--- src/rtl/histogram_eq_master_fsm_if.sv ---
// Request/core signal bundle for the histogram equalizer master sequencer.
// Signalling: there is no valid/ready pair here. start_in and abort_in are levels that are
// sampled on every rising clock edge. The core's *_done inputs are honoured only in the phase
// they belong to. start_* and done are single-cycle pulses. busy, error and
// input_mem_read_finished are levels.
interface histogram_eq_master_fsm_if;
   logic        start_in;
   logic        abort_in;
   logic [1:0]  input_rd_words;
   logic        histogram_computation_done;
   logic        cdf_done;
   logic        divider_done;
   logic        start_histogram;
   logic        start_cdf;
   logic        start_divider;
   logic        input_mem_read_finished;
   logic        busy;
   logic        done;
   logic        error;
   logic [2:0]  phase;
   logic [31:0] run_cycles;

   modport master (
      input  start_in, abort_in, input_rd_words,
             histogram_computation_done, cdf_done, divider_done,
      output start_histogram, start_cdf, start_divider, input_mem_read_finished,
             busy, done, error, phase, run_cycles
   );

   modport slave (
      output start_in, abort_in, input_rd_words,
             histogram_computation_done, cdf_done, divider_done,
      input  start_histogram, start_cdf, start_divider, input_mem_read_finished,
             busy, done, error, phase, run_cycles
   );
endinterface

--- src/rtl/histogram_eq_master_fsm.sv ---
// Master sequencer for the histogram equalizer: histogram -> CDF -> divider, with an
// input-word counter, a per-phase watchdog and a run-length counter. Every output is a flop.
// The phase output is the state register itself, so it also serves as the FSM debug view.
module histogram_eq_master_fsm #(
   parameter int NUM_INPUT_WORDS = 4096,
   parameter int CNT_W           = 17,
   parameter int TIMEOUT_CYCLES  = 65535,
   parameter int TO_W            = 16
) (
   input logic                        clock,
   input logic                        reset,
   histogram_eq_master_fsm_if.master  bus
);

   typedef enum logic [2:0] {
      S_IDLE = 3'd0,
      S_HIST = 3'd1,
      S_CDF  = 3'd2,
      S_DIV  = 3'd3,
      S_DONE = 3'd4,
      S_ERR  = 3'd5
   } state_e;

   localparam logic [CNT_W:0]   NUM_WIDE = (CNT_W+1)'(NUM_INPUT_WORDS);
   localparam logic [CNT_W-1:0] NUM_CNT  = CNT_W'(NUM_INPUT_WORDS);
   localparam logic [TO_W-1:0]  WD_LAST  = TO_W'(TIMEOUT_CYCLES - 1);

   state_e            state_q, state_d;
   logic [CNT_W-1:0]  word_cnt_q, word_cnt_d;
   logic [TO_W-1:0]   wd_q, wd_d;
   logic [31:0]       run_q, run_d;
   logic              start_hist_q, start_hist_d;
   logic              start_cdf_q, start_cdf_d;
   logic              start_div_q, start_div_d;
   logic              finished_q, finished_d;
   logic              busy_q, busy_d;
   logic              done_q, done_d;
   logic              error_q, error_d;

   logic              accept;
   logic              in_run;
   logic              wd_expired;
   logic [1:0]        rd_words;
   logic [CNT_W:0]    word_sum;

   // Next-state: abort beats the phase's own done input, which beats watchdog expiry.
   always_comb begin
      state_d    = state_q;
      accept     = 1'b0;
      in_run     = (state_q == S_HIST) || (state_q == S_CDF) || (state_q == S_DIV);
      // The watchdog has counted TIMEOUT_CYCLES-1 earlier cycles, so this is the last allowed one.
      wd_expired = in_run && (wd_q == WD_LAST);
      case (state_q)
         S_IDLE, S_ERR: begin
            if (bus.start_in) begin
               state_d = S_HIST;
               accept  = 1'b1;
            end
         end
         S_HIST: begin
            if (bus.abort_in)                        state_d = S_IDLE;
            else if (bus.histogram_computation_done) state_d = S_CDF;
            else if (wd_expired)                     state_d = S_ERR;
         end
         S_CDF: begin
            if (bus.abort_in)      state_d = S_IDLE;
            else if (bus.cdf_done) state_d = S_DIV;
            else if (wd_expired)   state_d = S_ERR;
         end
         S_DIV: begin
            if (bus.abort_in)          state_d = S_IDLE;
            else if (bus.divider_done) state_d = S_DONE;
            else if (wd_expired)       state_d = S_ERR;
         end
         S_DONE:  state_d = S_IDLE;
         default: state_d = S_IDLE;
      endcase
   end

   // Counters and registered outputs, all derived from the current/next state pair.
   always_comb begin
      rd_words = (bus.input_rd_words == 2'd3) ? 2'd2 : bus.input_rd_words;
      word_sum = {1'b0, word_cnt_q} + {{(CNT_W-1){1'b0}}, rd_words};

      word_cnt_d = word_cnt_q;
      if (accept) begin
         word_cnt_d = '0;
      end else if (state_q == S_HIST) begin
         word_cnt_d = (word_sum >= NUM_WIDE) ? NUM_CNT : word_sum[CNT_W-1:0];
      end

      // Finished rises on the cycle after the read that completes the image.
      finished_d = finished_q;
      if (accept || (state_d == S_IDLE)) begin
         finished_d = 1'b0;
      end else if ((state_q == S_HIST) && (word_sum >= NUM_WIDE)) begin
         finished_d = 1'b1;
      end

      wd_d = '0;
      if ((state_d == state_q) && in_run) begin
         wd_d = wd_q + 1'b1;
      end

      run_d = run_q;
      if (accept) begin
         run_d = '0;
      end else if (in_run) begin
         run_d = run_q + 32'd1;
      end

      error_d = error_q;
      if (accept) begin
         error_d = 1'b0;
      end else if ((state_d == S_ERR) && (state_q != S_ERR)) begin
         error_d = 1'b1;
      end

      start_hist_d = accept;
      start_cdf_d  = (state_q == S_HIST) && (state_d == S_CDF);
      start_div_d  = (state_q == S_CDF) && (state_d == S_DIV);
      done_d       = (state_d == S_DONE);
      busy_d       = (state_d == S_HIST) || (state_d == S_CDF) || (state_d == S_DIV);
   end

   // State and output registers with synchronous reset.
   always_ff @(posedge clock) begin
      if (reset) begin
         state_q      <= S_IDLE;
         word_cnt_q   <= '0;
         wd_q         <= '0;
         run_q        <= '0;
         start_hist_q <= 1'b0;
         start_cdf_q  <= 1'b0;
         start_div_q  <= 1'b0;
         finished_q   <= 1'b0;
         busy_q       <= 1'b0;
         done_q       <= 1'b0;
         error_q      <= 1'b0;
      end else begin
         state_q      <= state_d;
         word_cnt_q   <= word_cnt_d;
         wd_q         <= wd_d;
         run_q        <= run_d;
         start_hist_q <= start_hist_d;
         start_cdf_q  <= start_cdf_d;
         start_div_q  <= start_div_d;
         finished_q   <= finished_d;
         busy_q       <= busy_d;
         done_q       <= done_d;
         error_q      <= error_d;
      end
   end

   assign bus.start_histogram         = start_hist_q;
   assign bus.start_cdf               = start_cdf_q;
   assign bus.start_divider           = start_div_q;
   assign bus.input_mem_read_finished = finished_q;
   assign bus.busy                    = busy_q;
   assign bus.done                    = done_q;
   assign bus.error                   = error_q;
   assign bus.phase                   = state_q;
   assign bus.run_cycles              = run_q;

endmodule

--- src/flat_wrapper.sv ---
// flat-port wrapper written by rule: the top's interface ports become plain ports
module histogram_eq_master_fsm_flat 
#(
   parameter int NUM_INPUT_WORDS = 4096,
   parameter int CNT_W           = 17,
   parameter int TIMEOUT_CYCLES  = 65535,
   parameter int TO_W            = 16
)
  (clock, reset, bus_start_in, bus_abort_in, bus_input_rd_words, bus_histogram_computation_done, bus_cdf_done, bus_divider_done, bus_start_histogram, bus_start_cdf, bus_start_divider, bus_input_mem_read_finished, bus_busy, bus_done, bus_error, bus_phase, bus_run_cycles);
  histogram_eq_master_fsm_if bus_i ();
  input logic clock;
  input logic reset;
  input wire logic [$bits(bus_i.start_in)-1:0] bus_start_in;
  input wire logic [$bits(bus_i.abort_in)-1:0] bus_abort_in;
  input wire logic [$bits(bus_i.input_rd_words)-1:0] bus_input_rd_words;
  input wire logic [$bits(bus_i.histogram_computation_done)-1:0] bus_histogram_computation_done;
  input wire logic [$bits(bus_i.cdf_done)-1:0] bus_cdf_done;
  input wire logic [$bits(bus_i.divider_done)-1:0] bus_divider_done;
  output wire logic [$bits(bus_i.start_histogram)-1:0] bus_start_histogram;
  output wire logic [$bits(bus_i.start_cdf)-1:0] bus_start_cdf;
  output wire logic [$bits(bus_i.start_divider)-1:0] bus_start_divider;
  output wire logic [$bits(bus_i.input_mem_read_finished)-1:0] bus_input_mem_read_finished;
  output wire logic [$bits(bus_i.busy)-1:0] bus_busy;
  output wire logic [$bits(bus_i.done)-1:0] bus_done;
  output wire logic [$bits(bus_i.error)-1:0] bus_error;
  output wire logic [$bits(bus_i.phase)-1:0] bus_phase;
  output wire logic [$bits(bus_i.run_cycles)-1:0] bus_run_cycles;
  assign bus_i.start_in = bus_start_in;
  assign bus_i.abort_in = bus_abort_in;
  assign bus_i.input_rd_words = bus_input_rd_words;
  assign bus_i.histogram_computation_done = bus_histogram_computation_done;
  assign bus_i.cdf_done = bus_cdf_done;
  assign bus_i.divider_done = bus_divider_done;
  assign bus_start_histogram = bus_i.start_histogram;
  assign bus_start_cdf = bus_i.start_cdf;
  assign bus_start_divider = bus_i.start_divider;
  assign bus_input_mem_read_finished = bus_i.input_mem_read_finished;
  assign bus_busy = bus_i.busy;
  assign bus_done = bus_i.done;
  assign bus_error = bus_i.error;
  assign bus_phase = bus_i.phase;
  assign bus_run_cycles = bus_i.run_cycles;
  histogram_eq_master_fsm #(.NUM_INPUT_WORDS(NUM_INPUT_WORDS), .CNT_W(CNT_W), .TIMEOUT_CYCLES(TIMEOUT_CYCLES), .TO_W(TO_W)) u_core (.clock(clock), .reset(reset), .bus(bus_i));
endmodule
--- config.mk ---
export PLATFORM = sky130hd
export DESIGN_NAME = histogram_eq_master_fsm_flat
export DESIGN_NICKNAME = d
export VERILOG_FILES = /design/src/rtl/histogram_eq_master_fsm_if.sv /design/src/rtl/histogram_eq_master_fsm.sv /design/src/flat_wrapper.sv
export SDC_FILE = /design/constraint.sdc
export NUM_CORES = 1
export LEC_CHECK = 0
export ABC_AREA = 1
export CORE_AREA = 2 2 92 94
export DETAILED_ROUTE_END_ITERATION = 6
export DIE_AREA = 0 0 94 96
export PLACE_DENSITY = 0.77
export RECOVER_POWER = 25
export SYNTH_ARGS = -nofsm -noshare
export SYNTH_HDL_FRONTEND = slang
export SYNTH_SLANG_ARGS = --single-unit
--- constraint.sdc ---
create_clock -name clock -period 3.82 [get_ports clock]
set_clock_uncertainty 0.2 [all_clocks]
set_input_delay 0.382 -clock clock [delete_from_list [all_inputs] [get_ports clock]]
set_output_delay 0.382 -clock clock [all_outputs]
set_load 0.005 [all_outputs]
==> impl_results.md, run 1 <==
- Std cell rows: 33
- Chip Width: 94 um
- Worst EP required: 3890 ps
- Core footprint: 0.008051 sq mm
- Crit end category: flop
- IO Pins: 51
- CP Launch Type: flop
- Asr flop ratio synth: 0%
- Synth cell count leaders: 139 x nand2_1, 92 x nor2_1, 75 x dfxtp_1
- Initial Utilization: 48.50%
- RePlAce Congestion: 0.9349
- DRC: 0
- Number of setup buffers added after CTS: 0
- YS warnings: 0
- Post-CTS Resized: 0
- Drt wl/cell: 12.20 um
- Top cells by area, synth: dfxtp_1 38%, nand2_1 13%, nor2_1 8.8%, inv_1 5.8%, xor2_1 4.5%
- WHS Path Cells: 2
- Maxcap violations: 0
- Crit path DAT: 2960 ps
- P per Cell Area: 332.0 mW/mm^2
- Design Area, Final: 0.004691 sq mm
- Port Buf Inserts: 50
- Post-route ant nets: 0
- Post-synth EDFFs: 0
- Met2 routed WL: 4.197 mm
- Hold Crit Start: u_core.word_cnt_q[15]
- Seq/Total Area, Yosys: 38.45%
- Fin. Hold Viols: 0
- F_max: 347.2 MHz
- Clock latency on the worst-skew pair: 360 ps
- Min Hold Slack: 273.0 ps
- CTS Buffer Depth: 2
- Crit Path Category: reg2reg
- Initial antenna violation count: 0
- Max Used Layer: met4
- Slew Limit Fails: 0
- Filler cells: 732
- Max-slew headroom: 57.24%
- HP Class: reg2reg
- Vias/cell: 5.040
- Total global-route track usage: 21.09%
- Setup Viol. Count Final: 0
- Clock transition at path regs: 80 ps
- Worst r2r dst: u_core.bus.run_cycles[8]
- Synth Register Bits: 75
- Largest net degree at the start of global routing: 17
- Minimum clock period: 2880 ps
- Most numerous cell in the Yosys netlist: nand2_1
- Vias in the first global route: 3540
- CTS sink cnt: 75
- Fraction of layout cells with a size suffix above 1: 7.729%
- Depth of the CTS H-tree: 3
- Placed Area: 0.004468 sq mm
- Hold EP: u_core.word_cnt_q[15]
- Root buffer cell: clkbuf_8
- Metal3 WL: 335 um
- DRT Pass-1 Iters: 5
- Slew @ Worst Pin: 639.0 ps
- Synthesized area per cell: 6.911 sq um
- RR Startpoint: u_core.bus.phase[0]
- Congestion Overflow GR: 0
- Initial drt markers: 191
- Final Cycle Share: 75.41%
- Ys flop type: dfxtp_1
- Reg area: 0.001501 sq mm
- Status: finished, final reports clean
- WL met1: 4.141 mm
- Leakage: 1.791 nW
- Diode count: 0
- Final core utilization: 58.26%
- Cts bufs inserted: 9
- Area leader, netlist: dfxtp_1
- Post-synthesis cell area: 0.003905 sq mm
- CTS Hold Buffers Added: 0
- Syn Nets: 580
- Die area: 0.009024 sq mm
- Maximum VDD drop: 0.0002530 V
- Setup TNS Final: 0 ps
- Peak fanout along the critical path: 16
- Reg-to-reg slack, setup: 940 ps
- CTS tree: yes
- RSZ-0062 raised after global routing: no
- DP HPWL: 6.529 mm
- Synth top area share: 38.45%
- Synth unique cells: 37
- Multi-input gate area: 0.002067 sq mm
- Height of the die: 96 um
- Number of nets in the layout: 631
- First-pass GRT wire length: 15.35 mm
- Synthesis-to-layout area growth: 20.12%
- Vias: 3659
- Total chip power: 1.557 mW
- Cells after synthesis: 565
- Routed wire length: 8.856 mm
- Worst r2r path cells: 7
## state kept, by name (all words and copies together) (netlist names)
register                            count
u_core.bus.start_divider                1
u_core.word_cnt_q                      17
u_core.bus.start_cdf                    1
u_core.bus.error                        1
u_core.bus.done                         1
u_core.bus.run_cycles                  32
u_core.bus.input_mem_read_finished      1
u_core.bus.start_histogram              1
u_core.wd_q                            16
u_core.bus.phase                        3
u_core.bus.busy                         1
## cell families (layout without fill, tap and decap cells)
logic type	after synthesis	in the layout	synth area share, %
xor+xnor	35	35	7.850
buf+inv	79	135	8.491
fa+ha+maj	6	6	2.115
simple gates	332	332	37.65
flops	75	75	38.45
compound gates	38	38	5.447
## routing by layer
layer | GRT usage [%] | vias to the layer above
li1 | - | 1878
met1 | 26.47 | 1675
met2 | 35.18 | 86
met3 | 3.994 | 20
met4 | 9.783 | 0
met5 | 0 | -
## placed cells by master, fill, tap and decap left out, types with 20 or more instances in the layout
master,synthesis,layout
dlygate4sd3_1,0,27
dfxtp_1,75,75
xor2_1,20,20
clkdlybuf4s50_1,0,23
nor3_1,24,24
inv_1,60,60
a21oi_1,23,23
nand2_1,139,139
nor2_1,92,92
nand3_1,28,29
## area by class of cell
class | instances | area share, %
Clock buffer | 12 | 3.308
Sequential cell | 75 | 32.01
Timing Repair Buffer | 51 | 10.83
Inverter | 68 | 5.441
Clock inverter | 4 | 1.547
Tap cell | 105 | 2.801
Multi-Input combinational cell | 411 | 44.07
## worst max-delay path, stage by stage (launching register included)
cell and delay [ps]:
dfxtp_1 600, o21ai_4 210, inv_2 250, nor3_1 90
nor2_1 500, inv_1 430, buf_4 320, nor3b_1 180
## power by group
| part | leakage [nW] | switching [mW] | internal (mW) | total (mW) |
|---|---|---|---|---|
| Clock | 0.113 | 0.293 | 0.403 | 0.696 |
| Combinational | 1.07 | 0.0461 | 0.0254 | 0.0716 |
| Sequential | 0.605 | 0.00517 | 0.785 | 0.790 |
## worst max path at each step
stage | startpoint | to
floorplan | bus_input_rd_words[0] | u_core.word_cnt_q[0]
global placement | bus_input_rd_words[1] | u_core.word_cnt_q[1]
detailed placement | bus_input_rd_words[1] | u_core.word_cnt_q[3]
CTS | u_core.bus.phase[0] | u_core.bus.run_cycles[8]
global route | u_core.bus.phase[0] | u_core.bus.run_cycles[10]
finish | u_core.bus.phase[0] | u_core.bus.run_cycles[8]
## per-stage QoR
stage,setup WS (ps),instances
after floorplan,1660,565
after global routing,531.4,726
after detailed placement,788.3,710
after global placement,886.7,710
after CTS,902.5,726
final,939.5,726
Power figures use the tool's default switching activity.
==> inputs of run 2 (changes only) <==
- PLACE_DENSITY: 0.77 -> 0.8
- clock period: 3.82 -> 2.4 ns (I/O delays scaled with it)
==> run 2 against run 1 <==
Register-to-register slack got worse by 780 ps. Routed wire length grew 4.7%. Cell count rose by 2.3%. Sequential share of layout area decreased by 1.3 points. Worst hold slack got worse by 19 ps. Sequential power is 59% higher. Combinational power grew 110%. Die area unchanged.
==> impl_results.md, run 2 (synthesis results as in run 1) <==
- Met1 Use GR: 26.57% (+0.11 points)
- Crit path DAT: 2380 ps (-580 ps)
- DRC: 0 (unchanged)
- Drt wl/cell: 12.48 um (+2.3%)
- CTS sink cnt: 75 (unchanged)
- Std cell rows: 33 (unchanged)
- Initial drt markers: 208 (+8.9%)
- Slew Limit Fails: 0 (unchanged)
- Setup Viol. Count Final: 0 (unchanged)
- Min Hold Slack: 253.7 ps (-19.23 ps)
- Clock latency on the worst-skew pair: 350 ps (about the same)
- Most used routing layer: met2
- Vias: 3770 (+3.0%)
- WHS Path Cells: 2 (unchanged)
- Worst r2r path cells: 15 (+8)
- DRT Pass-1 Iters: 4 (-1)
- Max-slew headroom: 67.38% (+10 points)
- Congestion Overflow GR: 0 (unchanged)
- Non-filler instance count after layout: 743 (+2.3%)
- CTS Buffer Depth: 2 (unchanged)
- Critical Path Start: bus_input_rd_words[1]
- Pre-CTS WS: -386.1 ps (-1174 ps)
- CP Launch Type: primary input
- Worst EP required: 2490 ps (-1400 ps)
- Cts bufs inserted: 9 (unchanged)
- Hold EP: u_core.bus.error
- Vias/cell: 5.074 (+0.68%)
- Height of the die: 96 um (unchanged)
- Routed wire length: 9.275 mm (+4.7%)
- RePlAce Congestion: 0.8941 (-4.4%)
- Most common cell after layout, fill and taps aside: nand2_1
- Met2 Use GR: 37.38% (+2.2 points)
- Depth of the CTS H-tree: 3 (unchanged)
- Total global-route track usage: 21.52% (+0.43 points)
- CTS tree: yes
- Most frequent cells in the layout: 135 x nand2_1, 88 x nor2_1, 73 x dfxtp_1, 60 x inv_1, 28 x nand3_1
- Reg-to-reg slack, setup: 160 ps (-780 ps)
- DP HPWL: 6.762 mm (+3.6%)
- Initial antenna violation count: 0 (unchanged)
- Fin. Hold Viols: 0 (unchanged)
- Setup slack after layout: 114.4 ps (-825.1 ps)
- IO Pins: 51 (unchanged)
- Diode count: 0 (unchanged)
- Die area: 0.009024 sq mm (unchanged)
- Slew @ Worst Pin: 487.4 ps (-151.6 ps)
- Fraction of layout cells with a size suffix above 1: 12.70% (+5.0 points)
- F_max: 437.5 MHz
- Crit Path Category: in2reg
- Largest net degree at the start of global routing: 24 (+7)
- Root buffer cell: clkbuf_8
- Maximum VDD drop: 0.0002973 V (+18%)
- Number of nets in the layout: 648 (+2.7%)
- Filler cells: 728 (-0.55%)
- Synthesis-to-layout area growth: 25.50%
- First-pass GRT wire length: 15.68 mm (+2.2%)
- Final Cycle Share: 95.23%
- RR Startpoint: u_core.word_cnt_q[0]
- Worst r2r dst: u_core.word_cnt_q[10]
- Initial Utilization: 48.50% (unchanged)
- Design Area, Final: 0.004901 sq mm (+4.5%)
- P per Cell Area: 479.9 mW/mm^2 (+45%)
- Number of instances in the placed design: 725 (+2.1%)
- Leakage: 1.913 nW (+6.8%)
- M3 GR Usage: 4.229% (+0.23 points)
- Vias in the first global route: 3646 (+3.0%)
- Post-route ant nets: 0 (unchanged)
- Maxcap violations: 0 (unchanged)
- Port Buf Inserts: 50 (unchanged)
- Hold Crit Start: u_core.bus.error
- Crit end category: flop
- Largest register FFs: 32 (unchanged)
- HP Class: reg2reg
- Placed Area: 0.004606 sq mm (+3.1%)
- Minimum clock period: 2286 ps
- Peak fanout along the critical path: 5 (-11)
- Status: finished, final reports clean
- Clock transition at path regs: 80 ps (about the same)
- Core footprint: 0.008051 sq mm (unchanged)
- Chip Width: 94 um (unchanged)
[run 2: cell count changes in the layout (fill, tap and decap cells not counted), moves of 2 or more]
| cell | change |
|---|---|
| buf_12 | +2 |
| nor2_4 | +3 |
| nor3_1 | -2 |
| clkinv_2 | +2 |
| nand2_4 | +3 |
| dfxtp_2 | +2 |
| buf_4 | +14 |
| dfxtp_1 | -2 |
| nor3_2 | +2 |
| nand2_1 | -4 |
| clkbuf_8 | -2 |
| nor2_1 | -4 |
[run 2: how the worst max path moves through the flow]
| stage | to | depth (start not counted) |
|---|---|---|
| floorplan | u_core.word_cnt_q[0] | 14 |
| CTS | u_core.word_cnt_q[2] | 18 |
| finish | u_core.word_cnt_q[10] | 17 |
| global route | u_core.word_cnt_q[8] | 17 |
| detailed placement | u_core.word_cnt_q[0] | 18 |
| global placement | u_core.word_cnt_q[9] | 18 |
[run 2: per-stage QoR]
step                TNS [ps]  total power [mW]  util [%]
finish                     0             2.352     60.87
global route          -396.7             2.443     60.87
CTS                        0             2.362     59.63
detailed placement     -4484             1.422     57.20
global placement       -2147             1.418     57.20
floorplan                  0             1.367         -
[run 2: layout make-up]
type                            count  area [sq um]  share of cell area [%]
Timing Repair Buffer               68         680.7                   13.89
Sequential cell                    75          1504                   30.69
Clock inverter                      7         68.82                   1.404
Tap cell                          105         131.4                   2.681
Clock buffer                        9         123.9                   2.527
Multi-Input combinational cell    411          2137                   43.60
Inverter                           68         255.2                   5.208
[run 2: what timing repair did]
| action | in CTS | in global routing |
|---|---|---|
| pin swaps | 0 | 6 |
| gates resized for setup | 1 | 21 |
| hold buffers | 0 | 0 |
| setup endpoints to repair | 6 | 18 |
| gates cloned | 0 | 1 |
| buffers inserted | 0 | 1 |
[run 2: critical path, stage by stage]
cell             delay (ps)
clkdlybuf4s50_1         420
nor2_1                  110
ha_2                    200
fa_2                    230
nand2_4                  60
nor2_4                  120
nand3_2                 130
nor2_4                  140
nand2_1                  60
nand2_1                  60
nand2_1                  50
nand2_1                  70
nand2_2                  80
nand2_4                  90
nand2_4                  70
clkbuf_16               160
nor2_1                   70
[run 2: layer usage]
metal / part of all wire (%) / routed length (um)
met1: 45 / 4189
met3: 4.6 / 426
met2: 49 / 4534
met4: 1.3 / 125
met5: 0 / 0
[run 2: where the power goes]
part / leakage, nW / switching, mW / internal, mW
Combinational: 1.21 / 0.0847 / 0.0622
Sequential: 0.606 / 0.00622 / 1.25
Clock: 0.0950 / 0.474 / 0.476
Total: 1.91 / 0.565 / 1.79
==> patch 1, RTL diff (config.mk and constraints of run 2) <==
`TO_W` is set to 16 in 2 places; all go to 20.
--- a/src/rtl/histogram_eq_master_fsm.sv
+++ b/src/rtl/histogram_eq_master_fsm.sv
@@ -6,5 +6,5 @@
    parameter int CNT_W           = 17,
    parameter int TIMEOUT_CYCLES  = 65535,
-   parameter int TO_W            = 16
+   parameter int TO_W            = 20
 ) (
    input logic                        clock,
--- a/src/flat_wrapper.sv
+++ b/src/flat_wrapper.sv
@@ -5,5 +5,5 @@
    parameter int CNT_W           = 17,
    parameter int TIMEOUT_CYCLES  = 65535,
-   parameter int TO_W            = 16
+   parameter int TO_W            = 20
 )
   (clock, reset, bus_start_in, bus_abort_in, bus_input_rd_words, bus_histogram_computation_done, bus_cdf_done, bus_divider_done, bus_start_histogram, bus_start_cdf, bus_start_divider, bus_input_mem_read_finished, bus_busy, bus_done, bus_error, bus_phase, bus_run_cycles);
Function: same outputs for any inputs over 10 cycles, from zero or initial values and one cycle with reset high; that may be too few to reach the edited logic, so the function may still have changed.
==> patch 1 against run 2 <==
- cell area is 8.4% higher
- power is 10% higher
- sequential cell count rose by 4
- final cell count is 7.9% higher
- critical path type is now flop to flop
- register-to-register slack lost 0.05 ns
- routed wire length is 10% higher
- synthesized cell count up 11%
- core utilization is 5.1 points higher
- setup slack got worse by 0.0065 ns
- synthesized area up 12%
- global-route usage increased by 2.4 points
==> patch 1: results (changes against run 2) <==
<table>
<tr><th>Metric</th><th>Value</th></tr>
<tr><th colspan="2">Run status</th></tr>
<tr><td>Status</td><td>finished, final reports clean</td></tr>
<tr><th colspan="2">Setup path</th></tr>
<tr><td>Slack of the worst reg-to-reg path</td><td>0.11 ns (-0.05 ns)</td></tr>
<tr><td>Worst R2R End</td><td>u_core.word_cnt_q[0]$_SDFFE_PP0P_</td></tr>
<tr><td>Cell type of the slowest stage on the worst timing path</td><td>fa_2</td></tr>
<tr><th colspan="2">Layout</th></tr>
<tr><td>Multi-Input Combinational</td><td>454 (+10%)</td></tr>
<tr><td>Number of fill cells</td><td>736 (+1.1%)</td></tr>
<tr><td>Total area of sequential cells</td><td>1580 um2 (+5.2%)</td></tr>
<tr><td>Fraction of area in multi-input gates</td><td>45.7% (+2.1 points)</td></tr>
<tr><td>Share of final layout cell area taken by non-clock buffers</td><td>12.0% (-1.9 points)</td></tr>
<tr><td>Final std cells w/o fill</td><td>802 (+7.9%)</td></tr>
<tr><th colspan="2">Global route</th></tr>
<tr><td>Number of global-route vias before repair</td><td>4,045 (+11%)</td></tr>
<tr><td>Total track usage</td><td>23.9% (+2.4 points)</td></tr>
<tr><td>Global-route wire length before repair</td><td>17,400 um (+11%)</td></tr>
<tr><th colspan="2">Routing</th></tr>
<tr><td>Metal1 wirelength</td><td>4570 um (+9.1%)</td></tr>
<tr><td>Via-per-instance ratio</td><td>5.24 (+3.2%)</td></tr>
<tr><th colspan="2">Yosys</th></tr>
<tr><td>Gate count of the mapped netlist</td><td>626 (+11%)</td></tr>
<tr><td>Fraction of the mapped netlist area in compound gates</td><td>6.17% (+0.73 points)</td></tr>
<tr><td>XOR/XNOR Fraction of Synth Area</td><td>7.64% (-0.21 points)</td></tr>
<tr><td>Top cell types by occurrence after synthesis</td><td>nand2_1 (151), nor2_1 (83), dfxtp_1 (79), inv_1 (69), nor3_1 (30)</td></tr>
<tr><td>Total nets after synthesis</td><td>641 (+11%)</td></tr>
<tr><td>Share of the yosys chip area belonging to registers</td><td>36.3% (-2.1 points)</td></tr>
<tr><th colspan="2">Placement</th></tr>
<tr><td>Placed cell count</td><td>783 (+8.0%)</td></tr>
<tr><td>Post-placement setup slack</td><td>-0.566 ns (-0.180 ns)</td></tr>
<tr><th colspan="2">Power and ir drop</th></tr>
<tr><td>Leakage component of the power</td><td>2.03 nW (+6.3%)</td></tr>
<tr><th colspan="2">Timing</th></tr>
<tr><td>Headroom to the max-slew limit</td><td>66.0% (-1.3 points)</td></tr>
</table>
## patch 1: repair_timing
item / 4_1_cts / 5_1_grt
buffers inserted: 1 / 1
pin swaps: 9 / 4
cloned: 1 / 0
gates resized for setup: 13 / 4
hold endpoints to repair: 0 / 0
setup endpoints to repair: 14 / 14
## patch 1: worst max-delay path by stage
stage / startpoint / end / slack [ns] / cells past startpoint
after floorplan: bus_input_rd_words[0] / u_core.word_cnt_q[0]$_SDFFE_PP0P_ / 0.21 / 16
final: u_core.word_cnt_q[0]$_SDFFE_PP0P_ / u_core.word_cnt_q[0]$_SDFFE_PP0P_ / 0.11 / 14
after CTS: u_core.word_cnt_q[0]$_SDFFE_PP0P_ / u_core.bus.input_mem_read_finished$_SDFFE_PP0P_ / 0.07 / 15
after global routing: u_core.word_cnt_q[0]$_SDFFE_PP0P_ / u_core.bus.input_mem_read_finished$_SDFFE_PP0P_ / -0.02 / 14
after global placement: bus_input_rd_words[0] / u_core.word_cnt_q[1]$_SDFFE_PP0P_ / -0.45 / 17
after detailed placement: bus_input_rd_words[0] / u_core.word_cnt_q[0]$_SDFFE_PP0P_ / -0.57 / 17
## patch 1: per-layer routing
| layer | vias to the layer above | track usage, % |
|---|---|---|
| met5 | - | 0 |
| met4 | 0 | 8.21 |
| met3 | 15 | 4.46 |
| met2 | 150 | 42.0 |
| met1 | 1927 | 29.5 |
| li1 | 2107 | - |
## patch 1: critical path: cells and delay by family (launching register included)
kind	cells	cell delay, ns
fa+ha+maj	2	0.53
flops	1	0.33
buf+inv	2	0.11
compound gates	2	0.28
simple gates	8	0.79
## patch 1: power breakdown
part / leakage, nW / internal, mW / switching (mW)
Sequential: 0.638 / 1.32 / 0.00654
Combinational: 1.30 / 0.0678 / 0.120
Clock: 0.0958 / 0.586 / 0.501
==> patch 2, RTL diff (flow settings as in run 2) <==
Without the edit above. Make the reset (`reset`) asynchronous in one clocked block. Comments in the files are not updated.
--- a/src/rtl/histogram_eq_master_fsm.sv
+++ b/src/rtl/histogram_eq_master_fsm.sv
@@ -125,5 +125,5 @@
 
    // State and output registers with synchronous reset.
-   always_ff @(posedge clock) begin
+   always_ff @(posedge clock or posedge reset) begin
       if (reset) begin
          state_q      <= S_IDLE;
Formal check against the unedited RTL: differs if reset is asserted again (counterexample within 4 cycles, from zero or initial values and one cycle with reset high); with reset held inactive, the same outputs for 10 cycles.
==> patch 2 against run 2 <==
- non-clock buffer count increased by 5
- setup slack got worse by 0.030 ns
- synthesized cell count increased by 5.3%
- routed wire length increased by 19%
- register-to-register slack got worse by 0.08 ns
- final cell count increased by 5.1%
- synthesized area increased by 17%
- sequential cell count unchanged
- cell area increased by 14%
- hold slack improved by 0.043 ns
- critical path type is now flop to flop
Power is not compared: it rests on default switching activity, and its combinational part moved more than twofold at a synthesized area within 25%.
==> patch 2: results (changes against run 2) <==
<table>
<tr><th>Metric</th><th>Value</th></tr>
<tr><th colspan="2">Placement</th></tr>
<tr><td>Cell area after placement</td><td>5270 um2 (+14%)</td></tr>
<tr><td>Placer's final routability congestion estimate</td><td>0.975 (+9.0%)</td></tr>
<tr><td>Detailed Place HPWL</td><td>8020 um (+19%)</td></tr>
<tr><th colspan="2">Yosys</th></tr>
<tr><td>Primary FF master, synth</td><td>dfrtp_1</td></tr>
<tr><td>Total nets after synthesis</td><td>610 (+5.2%)</td></tr>
<tr><td>Share of async-settable or async-resettable flops after synthesis</td><td>100% (+100 points)</td></tr>
<tr><td>Synth area leaders</td><td>dfrtp_1 (41%), nand2_1 (10%), inv_1 (6.8%)</td></tr>
<tr><td>Top cell types by occurrence after synthesis</td><td>nand2_1 (122), inv_1 (82), nor2_1 (76), dfrtp_1 (75), nand3_1 (42)</td></tr>
<tr><th colspan="2">Layout</th></tr>
<tr><td>Number of sequential cells</td><td>75 (unchanged)</td></tr>
<tr><td>Net total in the final layout</td><td>686 (+5.9%)</td></tr>
<tr><td>Multi-Input Combinational</td><td>424 (+3.2%)</td></tr>
<tr><td>Multi-input gate area</td><td>2340 um2 (+9.5%)</td></tr>
<tr><td>Fraction of standard cell area that is sequential</td><td>33.7% (+3.0 points)</td></tr>
<tr><td>Layout cells sized above 1</td><td>14.1% (+1.4 points)</td></tr>
<tr><td>Final Cell Area</td><td>5570 um2 (+14%)</td></tr>
<tr><td>Layout clock buffer count</td><td>10 (+1)</td></tr>
<tr><td>Count of inverters not on the clock network in the layout</td><td>88 (+29%)</td></tr>
<tr><td>Final std cells w/o fill</td><td>781 (+5.1%)</td></tr>
<tr><th colspan="2">Setup path</th></tr>
<tr><td>CP max stage delay</td><td>0.37 ns (-0.05 ns)</td></tr>
<tr><td>Depth of the worst register-to-register path</td><td>13 (-2)</td></tr>
<tr><td>Critical Path Start</td><td>u_core.word_cnt_q[0]$_DFFE_PP0P_</td></tr>
<tr><td>Worst R2R End</td><td>u_core.word_cnt_q[1]$_DFFE_PP0P_</td></tr>
<tr><th colspan="2">Timing</th></tr>
<tr><td>Transition at the pin with the smallest max-transition slack</td><td>0.684 ns (+0.197 ns)</td></tr>
<tr><td>Final worst slack</td><td>0.0844 ns (-0.0300 ns)</td></tr>
<tr><th colspan="2">Run status</th></tr>
<tr><td>Status</td><td>finished, final reports clean</td></tr>
<tr><th colspan="2">Routing</th></tr>
<tr><td>WL final</td><td>11,100 um (+19%)</td></tr>
<tr><td>Starting DRC count in detailed routing</td><td>271 (+30%)</td></tr>
<tr><td>Detailed-route via count</td><td>4,325 (+15%)</td></tr>
<tr><th colspan="2">Global route</th></tr>
<tr><td>Number of global-route vias before repair</td><td>4,240 (+16%)</td></tr>
<tr><td>Global-route wire length before repair</td><td>18,900 um (+21%)</td></tr>
<tr><th colspan="2">Min path</th></tr>
<tr><td>End of the worst hold path</td><td>u_core.wd_q[0]$_DFF_PP0_</td></tr>
<tr><td>Startpoint of the tightest hold check path</td><td>u_core.wd_q[0]$_DFF_PP0_</td></tr>
<tr><td>Worst Hold Path Cells</td><td>1 (-1)</td></tr>
</table>
-- patch 2: cell count changes after synthesis, moves of 14 or more --
cell / delta
dfrtp_1: +75
dfxtp_1: -75
inv_1: +22
nand2_1: -17
nand3_1: +14
nor2_1: -16
o21ai_0: +16
-- patch 2: cells by family after synthesis --
logic type,after synthesis,share of synthesized area [%]
XOR/XNOR,22,4.23
adder cells (fa/ha/maj),6,1.81
flip-flops,75,41.2
AND/OR/NAND/NOR,321,34.3
buffers and inverters,97,8.71
AO/OA/AOI/OAI,74,9.68
-- patch 2: routing by layer --
layer  wire length (um)  track usage [%]  vias up
li1                   -                -     2076
met1               4560             32.7     2057
met2               5630             46.8      165
met3                633             3.84       27
met4                249             10.3        0
met5                  0                0        -
-- patch 2: repair_timing --
item | in CTS | in global routing
endpoints found under the hold margin | 17 | 0
buffers inserted | 0 | 4
gates cloned | 1 | 0
hold buffers | 1 | 0
pin swaps | 7 | 8
setup endpoints to repair | 13 | 32
resized for setup | 14 | 6
